### src/rtl/input_divider_prog.sv
// input_divider_prog
//   Programmable integer clock divider with near-50% duty, a ratio change
//   that only takes effect at a period boundary, graceful stop, clock
//   bypass and a windowed edge counter for frequency measurement.
//
//   Optional build macro: DIV_SYNC_OUT_EN
//     When defined, adds output sync_pulse: a one-cycle strobe on the last
//     cycle of every divided period (RUN or STOP only), used to align the
//     ADC timing generator. When undefined the port and its logic are absent.
//
//   Handshake note: meas_valid is a pure one-cycle strobe with no ready;
//   meas_count is stable from the cycle meas_valid is high until the next
//   strobe, so a consumer may capture it on the strobe or any time after.
//
//   Debug: state_dbg exposes the divider FSM state (0=IDLE, 1=RUN, 2=STOP).
module input_divider_prog #(
  parameter int DIV_W      = 4,
  parameter int MEAS_WIN   = 64,
  parameter int MEAS_CNT_W = 8
) (
  input  logic                  clk,
  input  logic                  rstb,
  input  logic                  en,
  input  logic [DIV_W-1:0]      ndiv,
  input  logic                  bypass_div,
  input  logic                  en_meas,
  output logic                  out,
  output logic                  out_meas,
  output logic [MEAS_CNT_W-1:0] meas_count,
  output logic                  meas_valid,
`ifdef DIV_SYNC_OUT_EN
  output logic                  sync_pulse,
`endif
  output logic [1:0]            state_dbg
);

  localparam int WIN_W = $clog2(MEAS_WIN);
  localparam logic [WIN_W-1:0] WIN_LAST = WIN_W'(MEAS_WIN - 1);
  localparam logic [DIV_W-1:0] N_MIN    = DIV_W'(2);

  typedef enum logic [1:0] {
    ST_IDLE = 2'd0,
    ST_RUN  = 2'd1,
    ST_STOP = 2'd2
  } state_e;

  // FSM and divider datapath
  state_e                  state_q, state_d;
  logic [DIV_W-1:0]        cnt_q, cnt_d;
  logic [DIV_W-1:0]        nsh_q, nsh_d;
  logic                    out_q, out_d;
  logic                    bypass_q, bypass_d;

  // measurement
  logic                    out_prev_q, out_prev_d;
  logic [WIN_W-1:0]        win_q, win_d;
  logic [MEAS_CNT_W-1:0]   edge_q, edge_d;
  logic [MEAS_CNT_W-1:0]   meas_count_q, meas_count_d;
  logic                    meas_valid_q, meas_valid_d;
  logic                    out_meas_q, out_meas_d;

  // period timing helpers
  logic [DIV_W-1:0]        ndiv_clamped;
  logic                    period_end;
  logic [DIV_W-1:0]        cnt_wrap;
  logic [DIV_W:0]          high_time;
  logic                    out_run;

  // measurement helpers
  logic                    edge_now;
  logic [MEAS_CNT_W-1:0]   edge_sum;

  // Bypass request is qualified by en so a disabled divider never passes clk.
  assign bypass_d = bypass_div & en;

  // Period timing: clamp the ratio, detect period end and compute next output level.
  always_comb begin
    ndiv_clamped = (ndiv < N_MIN) ? N_MIN : ndiv;
    period_end   = (cnt_q == (nsh_q - DIV_W'(1)));
    cnt_wrap     = period_end ? '0 : (cnt_q + DIV_W'(1));
    // High time is ceil(N/2); one extra bit keeps N = 2^DIV_W-1 exact.
    high_time    = ({1'b0, nsh_q} + (DIV_W + 1)'(1)) >> 1;
    // At a wrap cnt_wrap is 0, which is high for any ratio, so the new
    // ratio's high time is not needed on that edge.
    out_run      = ({1'b0, cnt_wrap} < high_time);
  end

  // FSM state register.
  always_ff @(posedge clk) begin
    if (!rstb) begin
      state_q <= ST_IDLE;
    end else begin
      state_q <= state_d;
    end
  end

  // FSM next state: bypass overrides everything and parks the FSM in IDLE.
  always_comb begin
    state_d = state_q;
    if (bypass_d) begin
      state_d = ST_IDLE;
    end else begin
      case (state_q)
        ST_IDLE: if (en) state_d = ST_RUN;
        ST_RUN:  if (!en) state_d = ST_STOP;
        ST_STOP: begin
          if (en) begin
            state_d = ST_RUN;
          end else if (period_end) begin
            state_d = ST_IDLE;
          end
        end
        default: state_d = ST_IDLE;
      endcase
    end
  end

  // FSM outputs: counter, divided level and ratio shadow for the next edge.
  always_comb begin
    cnt_d = cnt_q;
    out_d = out_q;
    nsh_d = nsh_q;
    if (bypass_d) begin
      cnt_d = '0;
      out_d = 1'b0;
    end else begin
      case (state_q)
        ST_IDLE: begin
          cnt_d = '0;
          if (en) begin
            out_d = 1'b1;
            nsh_d = ndiv_clamped;
          end else begin
            out_d = 1'b0;
          end
        end
        ST_RUN, ST_STOP: begin
          if ((state_q == ST_STOP) && !en && period_end) begin
            // Stop only at the end of a full period so no runt pulse appears.
            cnt_d = '0;
            out_d = 1'b0;
          end else begin
            cnt_d = cnt_wrap;
            out_d = out_run;
          end
          // A new ratio is only picked up at a period boundary.
          if (period_end) begin
            nsh_d = ndiv_clamped;
          end
        end
        default: begin
          cnt_d = '0;
          out_d = 1'b0;
        end
      endcase
    end
  end

  // Divider datapath registers.
  always_ff @(posedge clk) begin
    if (!rstb) begin
      cnt_q    <= '0;
      nsh_q    <= N_MIN;
      out_q    <= 1'b0;
      bypass_q <= 1'b0;
    end else begin
      cnt_q    <= cnt_d;
      nsh_q    <= nsh_d;
      out_q    <= out_d;
      bypass_q <= bypass_d;
    end
  end

  // Measurement next state: window counter, saturating edge counter, result.
  always_comb begin
    out_prev_d   = out_q;
    // Edges of the raw clock in bypass are not representative; ignore them.
    edge_now     = out_q & ~out_prev_q & ~bypass_q;
    edge_sum     = (edge_now && (edge_q != '1)) ? (edge_q + MEAS_CNT_W'(1)) : edge_q;
    win_d        = win_q;
    edge_d       = edge_q;
    meas_count_d = meas_count_q;
    meas_valid_d = 1'b0;
    out_meas_d   = out_meas_q;
    if (!en_meas) begin
      win_d      = '0;
      edge_d     = '0;
      out_meas_d = 1'b0;
    end else begin
      out_meas_d = out_meas_q ^ edge_now;
      if (win_q == WIN_LAST) begin
        // The closing cycle's own edge belongs to the closing window.
        meas_count_d = edge_sum;
        meas_valid_d = 1'b1;
        win_d        = '0;
        edge_d       = '0;
      end else begin
        win_d  = win_q + WIN_W'(1);
        edge_d = edge_sum;
      end
    end
  end

  // Measurement registers.
  always_ff @(posedge clk) begin
    if (!rstb) begin
      out_prev_q   <= 1'b0;
      win_q        <= '0;
      edge_q       <= '0;
      meas_count_q <= '0;
      meas_valid_q <= 1'b0;
      out_meas_q   <= 1'b0;
    end else begin
      out_prev_q   <= out_prev_d;
      win_q        <= win_d;
      edge_q       <= edge_d;
      meas_count_q <= meas_count_d;
      meas_valid_q <= meas_valid_d;
      out_meas_q   <= out_meas_d;
    end
  end

  // In bypass the divided level is already forced low, so OR-ing the gated
  // clock in is glitch-free; rstb gates everything low while in reset.
  assign out        = rstb & ((clk & bypass_q) | out_q);
  assign out_meas   = out_meas_q;
  assign meas_count = meas_count_q;
  assign meas_valid = meas_valid_q;
  assign state_dbg  = state_q;

`ifdef DIV_SYNC_OUT_EN
  // Alignment strobe on the last cycle of each divided period.
  assign sync_pulse = rstb & ~bypass_q & period_end &
                      ((state_q == ST_RUN) || (state_q == ST_STOP));
`endif

endmodule
### config.mk
export PLATFORM = sky130hd
export DESIGN_NAME = input_divider_prog
export DESIGN_NICKNAME = d
export VERILOG_FILES = /design/src/rtl/input_divider_prog.sv
export SDC_FILE = /design/constraint.sdc
export NUM_CORES = 1
export LEC_CHECK = 0
export BUFFER_PORTS_ARGS = -buffer_cell sky130_fd_sc_hd__buf_4
export CAP_MARGIN = 25
export CORE_MARGIN = 2
export CORE_UTILIZATION = 53
export DETAILED_ROUTE_END_ITERATION = 10
export GPL_ROUTABILITY_DRIVEN = 0
export PLACE_DENSITY = 0.74
export SLEW_MARGIN = 20
export SYNTH_ARGS = -nofsm -noshare
export SYNTH_HDL_FRONTEND = slang
export SYNTH_SLANG_ARGS = --single-unit
### constraint.sdc
create_clock -name clk -period 4.3 [get_ports clk]
set_input_delay 0.215 -clock clk [delete_from_list [all_inputs] [get_ports clk]]
set_output_delay 0.215 -clock clk [all_outputs]
set_load 0.01 [all_outputs]
* Word level (Yosys, flattened, before mapping)
Cells that the tools add are included.
** Storage, ports and cells
- Register bits after elaboration :: 37
- Input bits :: 9
- Output and inout bits :: 13
- Word-level logic and storage cells :: 69
** Cells by class
- Add/sub/neg operators :: 5
- Order comparisons :: 2
- Equal/unequal tests :: 9
- Mux-type cells :: 15
- Bitwise operators :: 13
- Reduce and logical (&&, ||, !) cells :: 14
** Operators by type and width (count)
- $mux 4 :: 4
- $add 8x1->8 const B :: 1
- $mux 2 :: 4
- $mux 8 :: 1
- $ne 8x8->1 const B :: 1
- $pmux 4 s2 :: 1
- $add 6x1->6 const B :: 1
- $eq 6x6->1 const B :: 1
- $ne 2x2->1 const B :: 3
- $not 1->1 :: 6
- $pmux 2 s3 :: 1
- $add 4x1->5 const B :: 1
- $and 1x1->1 :: 5
- $add 4x1->4 const B :: 1
- $eq 4x4->1 :: 1
- $lt 4x2->1 const B :: 1
- $lt 4x4->1 :: 1
- $reduce_and 2->1 :: 2
- $reduce_and 4->1 :: 1
- $reduce_or 2->1 :: 2
- $reduce_or 4->1 :: 1
- $sub 4x1->4 const B :: 1
- $logic_and 1x1->1 :: 3
- $mux 1 :: 3
- other kinds (11) :: 11

* Longest topological paths before layout
- Depth in word-level cells :: 6
- Depth in mapped cells :: 11
- Depth with buffers taken out :: 11

==> results.json <==
{
  "outcome": "complete, no violations",
  "wire_per_inst_um": 13.0,
  "row_count": 21,
  "final_max_slew_viol_count": 0,
  "synth_cells": 200,
  "coreArea_um2": 3280,
  "r2r_slack_ns": 1.80,
  "die_x_um": 62.1,
  "routed-via-count": 1454,
  "synth_seq_cells": 37,
  "crit_path_end_kind": "output pin",
  "r2r-end": "out_prev_d$_SDFF_PP0_",
  "dp_slack_ns": 1.64,
  "finalSetupTns_ns": 0,
  "start_util": 0.545,
  "r2r_cells": 11,
  "tightest_slew_ns": 0.977,
  "critPathRequiredTime_ns": 4.09,
  "syn_area_um2": 1790,
  "grt_pass1_vias": 1482,
  "nets": 249,
  "synth.avg_cell_area_um2": 8.95,
  "drc_errors": 0,
  "slowest_delay_ns": 0.14,
  "slowest_stage": "a21oi_1",
  "final_cell_mix": "37 x dfxtp_1, 32 x nor2_1, 21 x buf_4",
  "detail_route.iter0.violations": 88,
  "path_max_fanout": 2,
  "port_buffers": 21,
  "dpl-instance-area_um2": 1980,
  "syn_to_final_growth_pct": 17.6,
  "power_density_nw_per_um2": 385,
  "cts.repair.resized": 0,
  "clock_skew_ns": 0.0108,
  "ys_seq_area_frac": 0.414,
  "cts_tree": "yes",
  "drtPass1Iterations": 4,
  "crit_start": "clk",
  "path_clk_slew_ns": 0.11,
  "antenna_found_initial": 0,
  "worstPathCellList": "clkbuf_4 -> clkbuf_4 -> a21oi_1 -> nor2b_1 -> buf_4",
  "ir_worst_vdd_mv": 0.199,
  "overflow": 0,
  "fillerInstances": 281,
  "syn_nets": 222,
  "design_area_um2": 2110,
  "slew_headroom": 0.340,
  "rr_startpoint": "nsh_q[0]$_SDFFE_PN0P_",
  "boundaryPins": 22,
  "setup_slack_ns": 1.37,
  "die_h_um": 62.1,
  "wirelength_um": 3560,
  "grt_usage": 0.209,
  "mostFrequentLayoutCell": "dfxtp_1",
  "crit_top_cell": "clkbuf_4",
  "min_path_type": "primary input to flop",
  "via_per_inst": 5.31,
  "rsz0062_at_grt": "false",
  "grt_first_pass_wirelength_um": 6290,
  "setup_viol": 0,
  "layout-drive-gt1-share": 0.167,
  "hold_viol_final": 0,
  "dieArea_um2": 3860,
  "ant_nets": 0,
  "drv_cap": 0,
  "start_kind": "clock port",
  "insertion_delay_ns": 0.45,
  "whs_ns": 0.0246,
  "crit_end": "out",
  "grt_max_degree": 25,
  "dp_hpwl_um": 2540,
  "critPathArrivalTime_ns": 2.71,
  "yosysWarnings": 0,
  "antenna_cells": 0,
  "crit_type": "clock port to output pin",
  "synth.distinct_cells": 39,
  "cellLeakagePower_uw": 0.000885
}
## per-layer routing
metal / wire (um) / share of wire / vias to the layer above / global-route usage
met2: 1790 / 0.50 / 41 / 0.342
li1: - / - / 730 / -
met4: 99 / 0.028 / 0 / 0.111
met3: 183 / 0.051 / 9 / 0.0870
met5: 0 / 0 / - / 0
met1: 1490 / 0.42 / 674 / 0.231
## registers in the layout (all words and copies together) (netlist names)
name        cells
bypass_q        1
cnt_q           4
edge_q          8
meas_count      8
meas_valid      1
nsh_q           4
out_meas        1
out_prev_d      1
out_prev_q      1
state_dbg       2
win_q           6
## power by group
part | switching [uW] | internal (uW) | leakage [uW]
clock network | 127 | 172 | 0.0000665
logic | 71.2 | 68.0 | 0.000519
registers | 15.9 | 356 | 0.000300
## kinds of logic after synthesis
kind of cell,Yosys count,share of synthesized area
buffers and inverters,15,0.0328
XOR/XNOR,20,0.106
multiplexers,7,0.0419
flip-flops,37,0.414
AND/OR/NAND/NOR,78,0.213
AO/OA/AOI/OAI,30,0.102
adder cells (fa/ha/maj),13,0.0908
## synthesized netlist by cell type (all sizes together)
| master | instances | share of area |
|---|---|---|
| nand2 | 13 | 0.027 |
| and2 | 3 | 0.010 |
| buf | 2 | 0.0056 |
| nand3 | 10 | 0.031 |
| o31ai | 1 | 0.0042 |
| nor3 | 2 | 0.0056 |
| nand4 | 1 | 0.0035 |
| or2 | 1 | 0.0035 |
| xnor2 | 13 | 0.064 |
| a21oi | 11 | 0.031 |
| a32o | 1 | 0.0056 |
| o2111ai | 1 | 0.0049 |
| o21ba | 1 | 0.0056 |
| dfxtp | 37 | 0.41 |
| clkbuf | 3 | 0.0063 |
| nor4bb | 1 | 0.0056 |
| and3 | 3 | 0.010 |
| nor2b | 3 | 0.010 |
| mux2i | 6 | 0.034 |
| nand3b | 2 | 0.0084 |
| o311ai | 1 | 0.0049 |
| o211a | 1 | 0.0056 |
| o21ai | 10 | 0.028 |
| o211ai | 1 | 0.0042 |
| xor2 | 6 | 0.029 |
| ha | 13 | 0.091 |
| nand4b | 1 | 0.0049 |
| nor3b | 2 | 0.011 |
| xnor3 | 1 | 0.013 |
| inv | 10 | 0.021 |
| a21o | 2 | 0.0084 |
| nand2b | 2 | 0.0070 |
| nor4 | 1 | 0.0035 |
| nor2 | 33 | 0.071 |
| mux2 | 1 | 0.0084 |
## area by class of cell
| class | count | area, um^2 | area share |
|---|---|---|---|
| Tap cell | 46 | 57.6 | 0.0273 |
| Timing Repair Buffer | 21 | 160 | 0.0761 |
| Sequential cell | 37 | 741 | 0.352 |
| Multi-Input combinational cell | 148 | 991 | 0.471 |
| Clock inverter | 2 | 37.5 | 0.0178 |
| Inverter | 10 | 37.5 | 0.0178 |
| Clock buffer | 10 | 81.3 | 0.0386 |
## worst min path at each step
| stage | start | end | slack, ns | cells past startpoint |
|---|---|---|---|---|
| floorplan | ndiv[3] | nsh_q[3]$_SDFFE_PN0P_ | 0.36 | 2 |
| CTS | ndiv[2] | nsh_q[2]$_SDFFE_PN0P_ | 0.008 | 3 |
| detailed placement | win_q[0]$_SDFF_PP0_ | win_q[0]$_SDFF_PP0_ | 0.44 | 1 |
| global placement | win_q[0]$_SDFF_PP0_ | win_q[0]$_SDFF_PP0_ | 0.43 | 1 |
| finish | ndiv[2] | nsh_q[2]$_SDFFE_PN0P_ | 0.02 | 3 |
| global route | ndiv[2] | nsh_q[2]$_SDFFE_PN0P_ | 0.005 | 3 |
## through the flow
stage               cells  utilization  power (uW)
floorplan             200            -         484
global placement      262        0.604         513
detailed placement    262        0.604         521
CTS                   274        0.641         821
global route          274        0.641         856
finish                274        0.641         810
## what timing repair did
action | in CTS | in global routing
setup buffers | 0 | 0
hold buffers | 1 | 0
endpoints found under the hold margin | 1 | 0
## critical path, delay by kind of cell
| family | cells | cell delay [ns] |
|---|---|---|
| buffers and inverters | 3 | 0.37 |
| AO/OA/AOI/OAI | 1 | 0.14 |
| AND/OR/NAND/NOR | 1 | 0.06 |
No activity file was read; power rests on OpenSTA's default activity.
